## src/rtl/mem_access_stage.sv

```systemverilog
// MEM stage of the MIPS-R2000 pipeline: data-memory req/ack access with timeout,
// upstream stall generation, branch resolution and the MEM/WB pipeline register.
module mem_access_stage #(
    parameter int unsigned TIMEOUT_CYCLES = 255,
    parameter logic [31:0] ERR_RDATA      = 32'h0
) (
    input  logic        clk,
    input  logic        rst_n,
    input  logic [31:0] res,
    input  logic [31:0] write_data_ex,
    input  logic [4:0]  write_register,
    input  logic        zero,
    input  logic [2:0]  m_MEM,
    input  logic [1:0]  wb_MEM,
    output logic        stall,
    output logic        pc_src,
    output logic        dmem_req,
    output logic        dmem_we,
    output logic [31:0] dmem_addr,
    output logic [31:0] dmem_wdata,
    input  logic [31:0] dmem_rdata,
    input  logic        dmem_ack,
    output logic [31:0] read_data_wb,
    output logic [31:0] alu_res_wb,
    output logic [4:0]  write_register_wb,
    output logic [1:0]  wb_WB,
    output logic        err_misaligned,
    output logic        bus_err
);

    localparam int unsigned DATA_W = 32;
    localparam int unsigned REG_W  = 5;
    localparam int unsigned CNT_W  = (TIMEOUT_CYCLES > 1) ? $clog2(TIMEOUT_CYCLES) : 1;

    typedef enum logic {
        S_IDLE = 1'b0,
        S_BUSY = 1'b1
    } state_t;

    state_t              r_state, w_state_nxt;
    logic [CNT_W-1:0]    r_cnt, w_cnt_nxt;
    logic                r_dmem_req, w_dmem_req_nxt;
    logic                r_dmem_we, w_dmem_we_nxt;
    logic [DATA_W-1:0]   r_dmem_addr, w_dmem_addr_nxt;
    logic [DATA_W-1:0]   r_dmem_wdata, w_dmem_wdata_nxt;
    logic [REG_W-1:0]    r_wr_reg_l, w_wr_reg_l_nxt;
    logic [1:0]          r_wb_l, w_wb_l_nxt;
    logic [DATA_W-1:0]   r_read_data_wb, w_read_data_wb_nxt;
    logic [DATA_W-1:0]   r_alu_res_wb, w_alu_res_wb_nxt;
    logic [REG_W-1:0]    r_write_register_wb, w_write_register_wb_nxt;
    logic [1:0]          r_wb_WB, w_wb_WB_nxt;
    logic                r_err_mis, w_err_mis_nxt;
    logic                r_bus_err, w_bus_err_nxt;

    logic w_access, w_misaligned, w_timeout, w_stall;

    assign w_access     = m_MEM[1] | m_MEM[0];
    assign w_misaligned = (res[1:0] != 2'b00);
    assign w_timeout    = (r_cnt == CNT_W'(TIMEOUT_CYCLES - 1));

    // Next-state and next-register values; registers hold unless a case overrides.
    always_comb begin
        w_state_nxt             = r_state;
        w_cnt_nxt               = r_cnt;
        w_dmem_req_nxt          = r_dmem_req;
        w_dmem_we_nxt           = r_dmem_we;
        w_dmem_addr_nxt         = r_dmem_addr;
        w_dmem_wdata_nxt        = r_dmem_wdata;
        w_wr_reg_l_nxt          = r_wr_reg_l;
        w_wb_l_nxt              = r_wb_l;
        w_read_data_wb_nxt      = r_read_data_wb;
        w_alu_res_wb_nxt        = r_alu_res_wb;
        w_write_register_wb_nxt = r_write_register_wb;
        w_wb_WB_nxt             = r_wb_WB;
        w_err_mis_nxt           = 1'b0;
        w_bus_err_nxt           = r_bus_err;
        w_stall                 = 1'b0;

        case (r_state)
            S_IDLE: begin
                if (!w_access || w_misaligned) begin
                    w_read_data_wb_nxt      = w_access ? ERR_RDATA : '0;
                    w_alu_res_wb_nxt        = res;
                    w_write_register_wb_nxt = write_register;
                    w_wb_WB_nxt             = wb_MEM;
                    w_err_mis_nxt           = w_access;
                end else begin
                    w_stall          = 1'b1;
                    w_state_nxt      = S_BUSY;
                    w_cnt_nxt        = '0;
                    w_dmem_req_nxt   = 1'b1;
                    w_dmem_we_nxt    = m_MEM[0];
                    w_dmem_addr_nxt  = {res[DATA_W-1:2], 2'b00};
                    w_dmem_wdata_nxt = write_data_ex;
                    w_wr_reg_l_nxt   = write_register;
                    w_wb_l_nxt       = wb_MEM;
                    w_wb_WB_nxt      = 2'b00;
                end
            end
            S_BUSY: begin
                w_stall = ~(dmem_ack | w_timeout);
                if (dmem_ack || w_timeout) begin
                    // A timeout completes like an ack carrying ERR_RDATA; a real ack wins.
                    w_read_data_wb_nxt      = r_dmem_we ? '0 : (dmem_ack ? dmem_rdata : ERR_RDATA);
                    w_alu_res_wb_nxt        = r_dmem_addr;
                    w_write_register_wb_nxt = r_wr_reg_l;
                    w_wb_WB_nxt             = r_wb_l;
                    w_dmem_req_nxt          = 1'b0;
                    w_state_nxt             = S_IDLE;
                    w_cnt_nxt               = '0;
                    if (!dmem_ack) begin
                        w_bus_err_nxt = 1'b1;
                    end
                end else begin
                    w_cnt_nxt = r_cnt + CNT_W'(1);
                end
            end
            default: begin
                w_state_nxt = S_IDLE;
            end
        endcase
    end

    always_ff @(posedge clk or negedge rst_n) begin
        if (!rst_n) begin
            r_state             <= S_IDLE;
            r_cnt               <= '0;
            r_dmem_req          <= 1'b0;
            r_dmem_we           <= 1'b0;
            r_dmem_addr         <= '0;
            r_dmem_wdata        <= '0;
            r_wr_reg_l          <= '0;
            r_wb_l              <= '0;
            r_read_data_wb      <= '0;
            r_alu_res_wb        <= '0;
            r_write_register_wb <= '0;
            r_wb_WB             <= '0;
            r_err_mis           <= 1'b0;
            r_bus_err           <= 1'b0;
        end else begin
            r_state             <= w_state_nxt;
            r_cnt               <= w_cnt_nxt;
            r_dmem_req          <= w_dmem_req_nxt;
            r_dmem_we           <= w_dmem_we_nxt;
            r_dmem_addr         <= w_dmem_addr_nxt;
            r_dmem_wdata        <= w_dmem_wdata_nxt;
            r_wr_reg_l          <= w_wr_reg_l_nxt;
            r_wb_l              <= w_wb_l_nxt;
            r_read_data_wb      <= w_read_data_wb_nxt;
            r_alu_res_wb        <= w_alu_res_wb_nxt;
            r_write_register_wb <= w_write_register_wb_nxt;
            r_wb_WB             <= w_wb_WB_nxt;
            r_err_mis           <= w_err_mis_nxt;
            r_bus_err           <= w_bus_err_nxt;
        end
    end

    // Stall is dropped while reset is held so upstream is not frozen by a dead access.
    assign stall             = w_stall & rst_n;
    assign pc_src            = m_MEM[2] & zero;
    assign dmem_req          = r_dmem_req;
    assign dmem_we           = r_dmem_we;
    assign dmem_addr         = r_dmem_addr;
    assign dmem_wdata        = r_dmem_wdata;
    assign read_data_wb      = r_read_data_wb;
    assign alu_res_wb        = r_alu_res_wb;
    assign write_register_wb = r_write_register_wb;
    assign wb_WB             = r_wb_WB;
    assign err_misaligned    = r_err_mis;
    assign bus_err           = r_bus_err;

endmodule
```

## config.mk

```make
export PLATFORM = sky130hd
export DESIGN_NAME = mem_access_stage
export DESIGN_NICKNAME = d
export VERILOG_FILES = /design/src/rtl/mem_access_stage.sv
export SDC_FILE = /design/constraint.sdc
export NUM_CORES = 1
export LEC_CHECK = 0
export ABC_AREA = 1
export BUFFER_PORTS_ARGS = -buffer_cell sky130_fd_sc_hd__buf_2
export CAP_MARGIN = 5
export CORE_MARGIN = 4
export CORE_UTILIZATION = 35
export CTS_CLUSTER_DIAMETER = 30
export DETAILED_ROUTE_END_ITERATION = 8
export GPL_ROUTABILITY_DRIVEN = 1
export SLEW_MARGIN = 30
export SYNTH_ARGS = -nofsm -noshare
export SYNTH_HDL_FRONTEND = slang
export SYNTH_SLANG_ARGS = --single-unit
export TNS_END_PERCENT = 1
```

## constraint.sdc

```tcl
create_clock -name clk -period 3.35 [get_ports clk]
set_input_delay 0.1675 -clock clk [delete_from_list [all_inputs] [get_ports clk]]
set_output_delay 0.1675 -clock clk [all_outputs]
set_load 0.01 [all_outputs]
```

* Word level (Yosys, flattened, before mapping)
Cells that the tools add are included.
** Storage, ports and cells
- Word-level logic and storage cells :: 61
- Output and inout bits :: 141
- Input port bits :: 110
- Flip-flop bits (word level) :: 153
** Cells by class
- Bitwise logic cells :: 8
- Multiplexer cells :: 26
- Reductions and logical operators :: 8
- Equal/unequal tests :: 4
- Add/sub/neg operators :: 1
** Operators with widths (number)
- 32-bit two-way mux :: 6
- 32-bit one-hot mux with 2 select lines :: 2
- 8-bit two-way mux :: 2
- 8-bit one-hot mux with 2 select lines :: 1
- 5-bit two-way mux :: 2
- 5-bit one-hot mux with 2 select lines :: 1
- 8-bit by 1-bit adder with 8-bit output, second input constant :: 1
- 8-bit equality test, second input constant :: 1
- 1-bit two-way mux :: 6
- 1-bit one-hot mux with 2 select lines :: 3
- 2-bit AND reduction :: 3
- 2-bit two-way mux :: 2
- 2-bit != test, second input constant :: 2
- 1-bit inverter :: 4
- 2-bit one-hot mux with 2 select lines :: 1
- 3-bit AND reduction :: 1
- 1-bit AND :: 2
- 1-bit logical OR :: 2
- 2-bit by 1-bit != test with 1-bit output, second input constant :: 1
- 1-bit OR :: 2
- 2-bit nonzero test :: 1
- 1-bit zero test :: 1

* Depth between registers and ports, before layout
Gate-level depths: netlist of the first run.
- Depth after elaboration :: 6
- Gate-level depth with buffers :: 10
- Mapped depth without buffers :: 9

* Worst setup path before layout of the first run
No wires, ideal clock.
- Kind :: reg2out
- Start point :: register r_cnt[0]
- End point :: output port stall
- Required time :: 3.182 ns
- Data arrival time :: 1.212 ns
- Cell stages (with the launch flop) :: 8
- Path buffers :: 0
- Slack :: 1.971 ns
- Cell sequence :: dfrtp_1 > inv_1 > ha_1 > nand2_1 > nor2_1 > nand2_1 > nand3_2 > a21boi_0
** On the way
- Cells in the longest elaborated chain, start to end :: 5
** Ends and longest elaborated chain
- start: declaration :: RTL line 41 : logic [CNT_W-1:0] r_cnt, w_cnt_nxt;
- start signal: assignment :: RTL line 142 : r_cnt <= w_cnt_nxt;
- 8-bit equality test :: RTL line 59 : assign w_timeout = (r_cnt == CNT_W'(TIMEOUT_CYCLES - 1));
- 1-bit OR :: RTL line 101 : w_stall = ~(dmem_ack | w_timeout);
- 1-bit inverter :: RTL line 101
- 1-bit one-hot mux with 2 select lines :: RTL line 79 : case (r_state)
- 1-bit AND :: RTL line 159 : assign stall = w_stall & rst_n;
- end: declaration :: RTL line 15 : output logic stall,
No other way between the ends.

* Worst setup path in the final report of the first run
Ends and elaborated chain as after synthesis.

==> results.json, run 1 <==
{
  "run_status": "completed",
  "synth_warnings": 0,
  "route.vias.total": 5851,
  "grt_start_max_net_pins": 91,
  "cts_buffers": 17,
  "number_of_instances_resized_during_post_cts_repair": 0,
  "period_minus_slack_ns": 2.30,
  "start_kind": "flop",
  "drc_errors_left": 0,
  "hold_path.class": "primary input to flop",
  "grt_ovf": 0,
  "achievable-frequency_mhz": 435,
  "cts_tree": "done",
  "gp_routability_congestion": 0.726,
  "antenna_found_initial": 1,
  "cts.reportedPaths.clkPinSlew_ns": 0.06,
  "final_min_period_over_clock_period_pct": 68.6,
  "dp_cells": 1168,
  "most_common_cell_after_layout_fill_and_taps_aside": "sky130_fd_sc_hd__nand2_1",
  "clock-sinks": 153,
  "ys_seq_elements": 153,
  "via_per_inst": 4.61,
  "number_of_global_route_vias_before_repair": 5784,
  "sequential_share_of_the_synthesized_area_pct": 60.6,
  "path_delay_family": "buffers and inverters",
  "setup.worst_path.end_class": "output pin",
  "slowest_delay_ns": 0.43,
  "clkLatencyLatePin_ns": 0.42,
  "grt_pass1_wl_mm": 29.7,
  "wl_mm": 18.4,
  "detail_route.wl_per_cell_um": 14.5,
  "path_max_fanout": 44,
  "worst-setup-path-type": "flop to output pin",
  "worst_slew_pin_slew_ns": 0.858,
  "cp.arrival_ns": 2.13,
  "die_x_um": 142,
  "core_area_um2": 17500,
  "mostFrequentLayoutCells": "sky130_fd_sc_hd__nand2_1, sky130_fd_sc_hd__buf_2, sky130_fd_sc_hd__dfrtp_1, sky130_fd_sc_hd__dlygate4sd3_1, sky130_fd_sc_hd__inv_1",
  "number_of_drc_violations_after_detailed_routing_iteration_0": 253,
  "floorplan.rows": 48,
  "max_slew_margin_pct": 42.8,
  "fin_skew_ns": 0.0102,
  "rsz0062_at_grt": "no",
  "power.total_uw": 5400,
  "dieArea_um2": 20300,
  "clock_tree.htree_level_count": 4,
  "finalMaxSlewViolations": 0,
  "critical_path.cell_chain": "inv_1, ha_1, nand2_1, nor2_1, nand2_1, nand3_2, buf_4, a21boi_0, buf_2",
  "synthToLayoutAreaGrowth_pct": 42.7,
  "port-buffer-count": 248,
  "postSynthCellCount": 727,
  "power.density_nw_per_um2": 599,
  "hpwlAfterDp_mm": 11.6,
  "ioPinCount": 251,
  "die_height_um": 142,
  "syn-mean-instance-area_um2": 8.69,
  "root_buffer": "sky130_fd_sc_hd__clkbuf_16",
  "drt_pass1_iterations": 4,
  "final.setup.tns_ns": 0,
  "required_ns": 3.18,
  "final-hold-violation-count": 0,
  "post_synth_instance_area_um2": 6320,
  "cts_buffer_depth": 2,
  "share_of_post_route_cells_with_drive_strength_above_1_pct": 28.4,
  "crit_path_top_delay_cell": "sky130_fd_sc_hd__buf_4",
  "synth.distinct_cells": 25,
  "max-cap-violations": 0,
  "post-route-util_pct": 51.6,
  "fin_nets": 1143,
  "critical_path.most_common_cell": "sky130_fd_sc_hd__nand2_1",
  "power_leakage_uw": 0.00505,
  "initial_core_utilization_pct": 36.1,
  "path_buf_inv": 3,
  "setup_viol_count_final": 0,
  "instances_no_fill": 1269,
  "global_route.usage.total_pct": 18.4,
  "ant_diodes": 0,
  "drtAntennaViolNets": 0,
  "hold_ws_ns": 0.0258,
  "irDropWorstVdd_mv": 0.349
}
layout make-up:
cell class                 instances  area (µm²)
inverter                          48         181
sequential                       153        3830
clock inverter                    13         143
fill                            1638        8460
timing repair buffer             326        2030
tap                              225         282
multi-input combinational        485        2090
clock buffer                      19         453
state kept, by name, summed over array words and instances, names as in the netlist:
signal	cells
dmem_addr	30
read_data_wb	32
wb_WB	2
err_misaligned	1
r_state	1
dmem_req	1
alu_res_wb	32
dmem_wdata	32
write_register_wb	5
dmem_we	1
r_cnt	8
bus_err	1
r_wr_reg_l	5
r_wb_l	2
Yosys cell counts (all sizes together):
master	n	area, µm²
dfrtp	153	3830
nor3	1	16.3
xor2	3	26.3
ha	2	25.0
inv	48	180
xnor2	1	8.76
o21ai	46	230
a21boi	1	7.51
o21bai	1	7.51
clkbuf	8	30.0
nand2	345	1300
conb	1	3.75
o22ai	35	219
buf	34	188
nor2	7	36.3
nand3	41	210
timing repair:
action | in CTS | in global routing
hold buffers | 69 | 0
endpoints found under the hold margin | 157 | 0
buffers inserted | 0 | 0
setup endpoints to repair | 0 | 0
layer usage:
layer  share of wire (%)  up-vias  routed length [µm]  GRT usage (%)
li1                    -     2903                   -              -
met1                  42     2706                7670           23.2
met2                  48      210                8830           30.3
met3                 8.5       30                1570           6.08
met4                 1.8        2                 330           5.90
met5               0.038        -                   7              0
where the power goes:
group,internal (µW),total [µW],switching [µW]
Sequential,2150,2320,164
Combinational,476,1150,678
Clock,1140,1930,784
Total,3770,5400,1630
worst paths after layout:
check                          startpoint                to  slack, ns  depth (start not counted)
min reg2reg                alu_res_wb[19]    alu_res_wb[19]       0.46                          2
max reg2reg                       r_state  read_data_wb[29]       1.25                          5
max in group asynchronous           rst_n    dmem_wdata[12]       2.09                          3
min                              m_MEM[0]           dmem_we       0.03                          3
max                              r_cnt[0]             stall       1.05                          9
min in group asynchronous           rst_n  read_data_wb[13]       0.41                          2
worst reg2reg max path, cell delays in order (launching register included):
cell and delay (ns):
sky130_fd_sc_hd__dfrtp_1 0.50, sky130_fd_sc_hd__clkinv_2 0.64, sky130_fd_sc_hd__nor3_4 0.31, sky130_fd_sc_hd__buf_4 0.37, sky130_fd_sc_hd__nand2_1 0.13, sky130_fd_sc_hd__nand2_1 0.08
metrics by stage:
| stage | setup slack, ns | instance area (µm²) |
|---|---|---|
| after floorplan | 1.97 | 6320 |
| after global placement | 1.42 | 7720 |
| after detailed placement | 1.33 | 7720 |
| after CTS | 0.995 | 9010 |
| after global routing | 0.771 | 9010 |
| final | 1.05 | 9010 |
cells by family (layout without fill, tap and decap cells):
| group | count (synthesis) | in the layout | share of synthesized area, % |
|---|---|---|---|
| AOI/OAI and AO/OA | 83 | 83 | 7.35 |
| xor gates and xnor gates | 4 | 4 | 0.555 |
| DFF | 153 | 153 | 60.6 |
| adders and majority gates | 2 | 2 | 0.396 |
| buffers and inverters | 90 | 406 | 6.30 |
| and+or+nand+nor | 394 | 394 | 24.7 |
| other | 1 | 2 | 0.0594 |
Power figures use the tool's default switching activity.
==> run 2, diff against run 1 <==
Clock period 3.35 ns to 2.4 ns, I/O delays scaled along.
==> run 2 against run 1 <==
  * Die area is the same
  * Sequential power rose by 40%
  * Via count increased by 2.8%
  * Global-route usage is 0.54 points higher
  * Power rose by 38%
  * First-iteration DRC count increased by 4.0%
  * Sequential share of layout area shrank 1.9 points
  * Combinational power is 47% higher
  * Non-clock buffer count grew 45
  * Critical path depth stayed put
  * Utilization increased by 2.5 points
  * Cell area grew 4.8%
  * Critical path type unchanged
  * Largest cell class unchanged
==> results.json, run 2 (synthesis results as in run 1) <==
{
  "root_buffer": "sky130_fd_sc_hd__clkbuf_16",
  "required_ns": 2.28,
  "initial_core_utilization_pct": 36.1,
  "global_route.usage.total_pct": 19.0,
  "final.setup.tns_ns": 0,
  "dp_cells": 1172,
  "rsz0062_at_grt": "no",
  "worst_hold_path.num_cells": 5,
  "ff2ff_path_depth": 11,
  "cts_buffers": 17,
  "final_min_period_over_clock_period_pct": 90.4,
  "instances_no_fill": 1314,
  "hold_path.class": "primary input to flop",
  "number_of_global_route_vias_before_repair": 5987,
  "grt_pass1_wl_mm": 30.9,
  "share_of_post_route_cells_with_drive_strength_above_1_pct": 28.0,
  "fin_nets": 1188,
  "synthToLayoutAreaGrowth_pct": 49.5,
  "period_minus_slack_ns": 2.17,
  "cts_buffer_depth": 2,
  "max-cap-violations": 0,
  "start_kind": "flop",
  "sw_frac_of_total_pct": 31.5,
  "antenna_found_initial": 0,
  "setup_viol_count_final": 0,
  "power.density_nw_per_um2": 789,
  "path_buf_inv": 3,
  "final-hold-violation-count": 0,
  "cts.reportedPaths.clkPinSlew_ns": 0.06,
  "die_height_um": 142,
  "dieArea_um2": 20300,
  "drtAntennaViolNets": 0,
  "detail_route.wl_per_cell_um": 14.6,
  "cp.arrival_ns": 2.05,
  "grt_start_max_net_pins": 96,
  "via_per_inst": 4.58,
  "irDropWorstVdd_mv": 0.520,
  "finalMaxSlewViolations": 0,
  "max_slew_margin_pct": 49.3,
  "drt_pass1_iterations": 4,
  "clkLatencyLatePin_ns": 0.42,
  "grt_ovf": 0,
  "fillerInstances": 1580,
  "path_max_fanout": 15,
  "floorplan.rows": 48,
  "worst-setup-path-type": "flop to output pin",
  "die_x_um": 142,
  "crit_path_top_delay_cell": "sky130_fd_sc_hd__dfrtp_1",
  "worst_slew_pin_slew_ns": 0.761,
  "setup.worst_path.end_class": "output pin",
  "ant_diodes": 0,
  "hpwlAfterDp_mm": 12.2,
  "number_of_drc_violations_after_detailed_routing_iteration_0": 263,
  "internal_power_uw": 5100,
  "path_depth": 9,
  "mostFrequentLayoutCells": "sky130_fd_sc_hd__nand2_1, sky130_fd_sc_hd__buf_2, sky130_fd_sc_hd__dfrtp_1, sky130_fd_sc_hd__dlygate4sd3_1, sky130_fd_sc_hd__inv_1",
  "critical_path.most_common_cell": "sky130_fd_sc_hd__nand2_1",
  "slowest_delay_ns": 0.41,
  "switching_power_uw": 2350,
  "clock_tree.htree_level_count": 4,
  "run_status": "completed",
  "core_area_um2": 17500,
  "critical_path.cell_chain": "inv_1, ha_1, nand2_1, nor2_1, nand2_1, nand3_4, buf_4, a21boi_0, buf_2",
  "power_share_of_the_sequential_group_pct": 43.5,
  "wl_mm": 19.2,
  "drc_errors_left": 0,
  "route.vias.total": 6016,
  "fin_skew_ns": 0.00704,
  "most_common_cell_after_layout_fill_and_taps_aside": "sky130_fd_sc_hd__nand2_1",
  "cts_tree": "done",
  "clock-sinks": 153,
  "gp_routability_congestion": 0.767,
  "power_frac_comb_pct": 22.7,
  "achievable-frequency_mhz": 461,
  "power_frac_clock_pct": 33.8,
  "power_leakage_uw": 0.00522,
  "ioPinCount": 251,
  "path_delay_family": "buffers and inverters",
  "port-buffer-count": 248
}
## run 2: final timing paths
check / startpoint / endpoint / slack, ns
max: r_cnt[0] / stall / 0.23
min: m_MEM[1] / err_misaligned / 0.04
max reg2reg: r_cnt[0] / alu_res_wb[20] / 0.58
min reg2reg: alu_res_wb[12] / alu_res_wb[12] / 0.46
max in group asynchronous: rst_n / dmem_addr[14] / 1.61
min in group asynchronous: rst_n / dmem_addr[12] / 0.30
## run 2: per-stage QoR
step	utilization [%]	power, µW	hold slack (ns)	cell area (µm²)	worst slack, ns
floorplan	-	4070	-0.176	6320	1.04
global placement	44.6	4820	0.193	7790	0.634
detailed placement	44.6	4850	0.195	7790	0.500
CTS	53.8	7540	0.0189	9410	0.0204
global route	54.0	7900	0.0422	9440	0.0228
finish	54.0	7450	0.0429	9440	0.230
## run 2: tightest hold or removal path: stages
cell	delay, ns
sky130_fd_sc_hd__buf_2	0.09
sky130_fd_sc_hd__inv_1	0.04
sky130_fd_sc_hd__nand2_1	0.07
sky130_fd_sc_hd__nand2_1	0.06
sky130_fd_sc_hd__nor2_1	0.03
## run 2: metal layers
| metal | up-vias | GRT usage (%) | wire length (µm) |
|---|---|---|---|
| li1 | 2985 | - | - |
| met1 | 2793 | 24.7 | 8260 |
| met2 | 209 | 31.0 | 9200 |
| met3 | 29 | 5.07 | 1350 |
| met4 | 0 | 6.15 | 363 |
| met5 | - | 0 | 0 |
## run 2: cell type report
cell class,instances,area (µm²),area share [%]
clock buffer,18,439,4.65
clock inverter,14,114,1.21
inverter,48,180,1.91
multi-input combinational,485,2100,22.3
sequential,153,3830,40.5
tap,225,282,2.98
timing repair buffer,371,2500,26.5
## run 2: power groups by stage
| stage | Clock (µW) | Sequential, µW | Combinational, µW |
|---|---|---|---|
| after floorplan | 0 | 3460 | 610 |
| after global routing | 2710 | 3300 | 1890 |
| final | 2520 | 3240 | 1690 |
| after detailed placement | 0 | 3270 | 1580 |
| after CTS | 2590 | 3240 | 1710 |
| after global placement | 0 | 3280 | 1550 |
## run 2: repair_timing
item | 4_1_cts | 5_1_grt
endpoints found under the setup margin | 0 | 1
hold buffers | 106 | 0
endpoints found under the hold margin | 259 | 0
buffers inserted | 0 | 4
gates resized for setup | 0 | 1
==> run 3, diff against run 2 <==
Settings changed: CELL_PAD_IN_SITES_DETAIL_PLACEMENT set to 2, CELL_PAD_IN_SITES_GLOBAL_PLACEMENT set to 2, CORE_UTILIZATION 35 to 27, PLACE_DENSITY_LB_ADDON set to 0.1.
==> run 3 against run 2 <==
  * Clock skew rose by 0.0044 ns
  * Critical path type is now primary input to flop
  * Utilization fell by 12 points
  * Highest routed layer unchanged
  * Maximum frequency rose by 1.9%
==> results.json, run 3 (synthesis results as in run 1) <==
{
  "power_share_of_the_sequential_group_pct": 42.1,
  "cts_tree": "done",
  "required_ns": 2.76,
  "clock_tree.htree_level_count": 4,
  "power_frac_clock_pct": 35.0,
  "global_route.usage.total_pct": 19.1,
  "rsz0062_at_grt": "no",
  "core_area_um2": 22800,
  "fin_skew_ns": 0.0115,
  "detail_route.wl_per_cell_um": 17.2,
  "postCtsSetupRepairBufs": 0,
  "power_frac_comb_pct": 22.8,
  "final_min_period_over_clock_period_pct": 88.7,
  "switching_power_uw": 2490,
  "number_of_drc_violations_after_detailed_routing_iteration_0": 236,
  "final-hold-violation-count": 0,
  "instances_no_fill": 1395,
  "max_slew_margin_pct": 41.8,
  "most_common_cell_after_layout_fill_and_taps_aside": "sky130_fd_sc_hd__nand2_1",
  "post-place-ws_ns": 0.534,
  "setup.worst_path.end_class": "flop",
  "hold_path_startpoint": "m_MEM[1]",
  "synthToLayoutAreaGrowth_pct": 50.5,
  "start_kind": "primary input",
  "initial_core_utilization_pct": 27.7,
  "clkLatencyLatePin_ns": 0.43,
  "grt_ovf": 0,
  "critical_path_start": "res[1]",
  "number_of_instances_resized_during_post_cts_repair": 0,
  "ioPinCount": 251,
  "port-buffer-count": 248,
  "period_minus_slack_ns": 2.13,
  "dp_cells": 1257,
  "die_x_um": 161,
  "run_status": "completed",
  "drtAntennaViolNets": 0,
  "final.setup.tns_ns": 0,
  "worst-setup-path-type": "primary input to flop",
  "via_per_inst": 4.45,
  "cp.arrival_ns": 2.49,
  "share_of_post_route_cells_with_drive_strength_above_1_pct": 27.5,
  "setup_viol_count_final": 0,
  "achievable-frequency_mhz": 470,
  "die_height_um": 161,
  "dieArea_um2": 25900,
  "wl_mm": 23.9,
  "clock-sinks": 153,
  "cts_buffers": 17,
  "power_leakage_uw": 0.00521,
  "internal_power_uw": 5180,
  "cts_buffer_depth": 2,
  "fin_nets": 1181,
  "fillerInstances": 2572,
  "sw_frac_of_total_pct": 32.5,
  "hold_path.class": "primary input to flop",
  "max-cap-violations": 0,
  "cts.reportedPaths.clkPinSlew_ns": 0.07,
  "ant_diodes": 0,
  "grt_start_max_net_pins": 80,
  "drc_errors_left": 0,
  "route.vias.total": 6206,
  "number_of_global_route_vias_before_repair": 7167,
  "power.density_nw_per_um2": 807,
  "finalMaxSlewViolations": 0,
  "drt_pass1_iterations": 4,
  "final_critical_path_setup_slack_ns": 0.271,
  "hold_ws_ns": 0.0313,
  "mostFrequentLayoutCells": "sky130_fd_sc_hd__nand2_1, sky130_fd_sc_hd__buf_2, sky130_fd_sc_hd__dfrtp_1, sky130_fd_sc_hd__dlygate4sd3_1, sky130_fd_sc_hd__inv_1",
  "reg2reg_launch_point": "r_state",
  "path_max_fanout": 67,
  "root_buffer": "sky130_fd_sc_hd__clkbuf_16",
  "antenna_found_initial": 0,
  "floorplan.rows": 55,
  "grt_pass1_wl_mm": 39.4,
  "irDropWorstVdd_mv": 0.392,
  "worst_slew_pin_slew_ns": 0.873,
  "gp_routability_congestion": 0.681,
  "hpwlAfterDp_mm": 14.6
}
run 3: changes by cell type in the layout (fill, tap and decap cells not counted), sizes merged:
cell,change
clkbuf,-1
inv,+2
buf,-7
bufinv,+1
clkinvlp,-3
clkinv,+1
run 3: through the flow:
step,cell area (µm²),power (µW),util (%)
after global placement,7870,4870,34.4
final,9510,7680,41.6
after detailed placement,7870,4910,34.4
after global routing,9510,8190,41.6
after CTS,9510,7810,41.6
after floorplan,6320,4070,-
run 3: per-layer routing:
| metal | GRT usage [%] | routed length (µm) | up-vias | part of all wire (%) |
|---|---|---|---|---|
| li1 | - | - | 2965 | - |
| met1 | 22.6 | 9960 | 3051 | 42 |
| met2 | 33.6 | 12000 | 172 | 50 |
| met3 | 6.24 | 1750 | 18 | 7.3 |
| met4 | 5.00 | 267 | 0 | 1.1 |
| met5 | 0 | 0 | - | 0 |
run 3: layout make-up:
type / count / area [µm²] / area share, %
inverters: 48 / 180 / 1.89
flip-flops and latches: 153 / 3830 / 40.3
well taps: 313 / 392 / 4.12
clock inverters: 15 / 155 / 1.63
multi-input cells: 485 / 2090 / 22.0
repair buffers: 364 / 2430 / 25.6
clock buffers: 17 / 425 / 4.47
run 3: timing repair:
action	in CTS	in global routing
endpoints found under the hold margin	137	0
hold buffers	106	0
setup endpoints to repair	0	0
run 3: final timing paths:
| check | to | slack (ns) | cells past startpoint |
|---|---|---|---|
| hold / removal | err_misaligned | 0.03 | 5 |
| setup / recovery | dmem_wdata[8] | 0.27 | 8 |
| min in group asynchronous | alu_res_wb[25] | 0.15 | 2 |
| setup reg to reg | dmem_wdata[8] | 0.56 | 4 |
| hold reg to reg | dmem_wdata[0] | 0.46 | 2 |
| max in group asynchronous | alu_res_wb[3] | 1.34 | 3 |
run 3: power by group through the flow:
stage / sequential, µW / clock, µW / combinational [µW]
2_1_floorplan: 3460 / 0 / 610
3_5_place_dp: 3280 / 0 / 1640
3_3_place_gp: 3270 / 0 / 1610
4_1_cts: 3240 / 2790 / 1780
6_report: 3230 / 2690 / 1750
5_1_grt: 3300 / 2910 / 1980
run 3: critical path, stage by stage:
cell and delay, ns:
sky130_fd_sc_hd__dlygate4sd3_1 0.54, sky130_fd_sc_hd__buf_2 0.14, sky130_fd_sc_hd__nor2_2 0.13, sky130_fd_sc_hd__nand2_2 0.24, sky130_fd_sc_hd__nor2_4 0.18, sky130_fd_sc_hd__buf_4 0.63, sky130_fd_sc_hd__nand2_1 0.23, sky130_fd_sc_hd__nand2_1 0.14
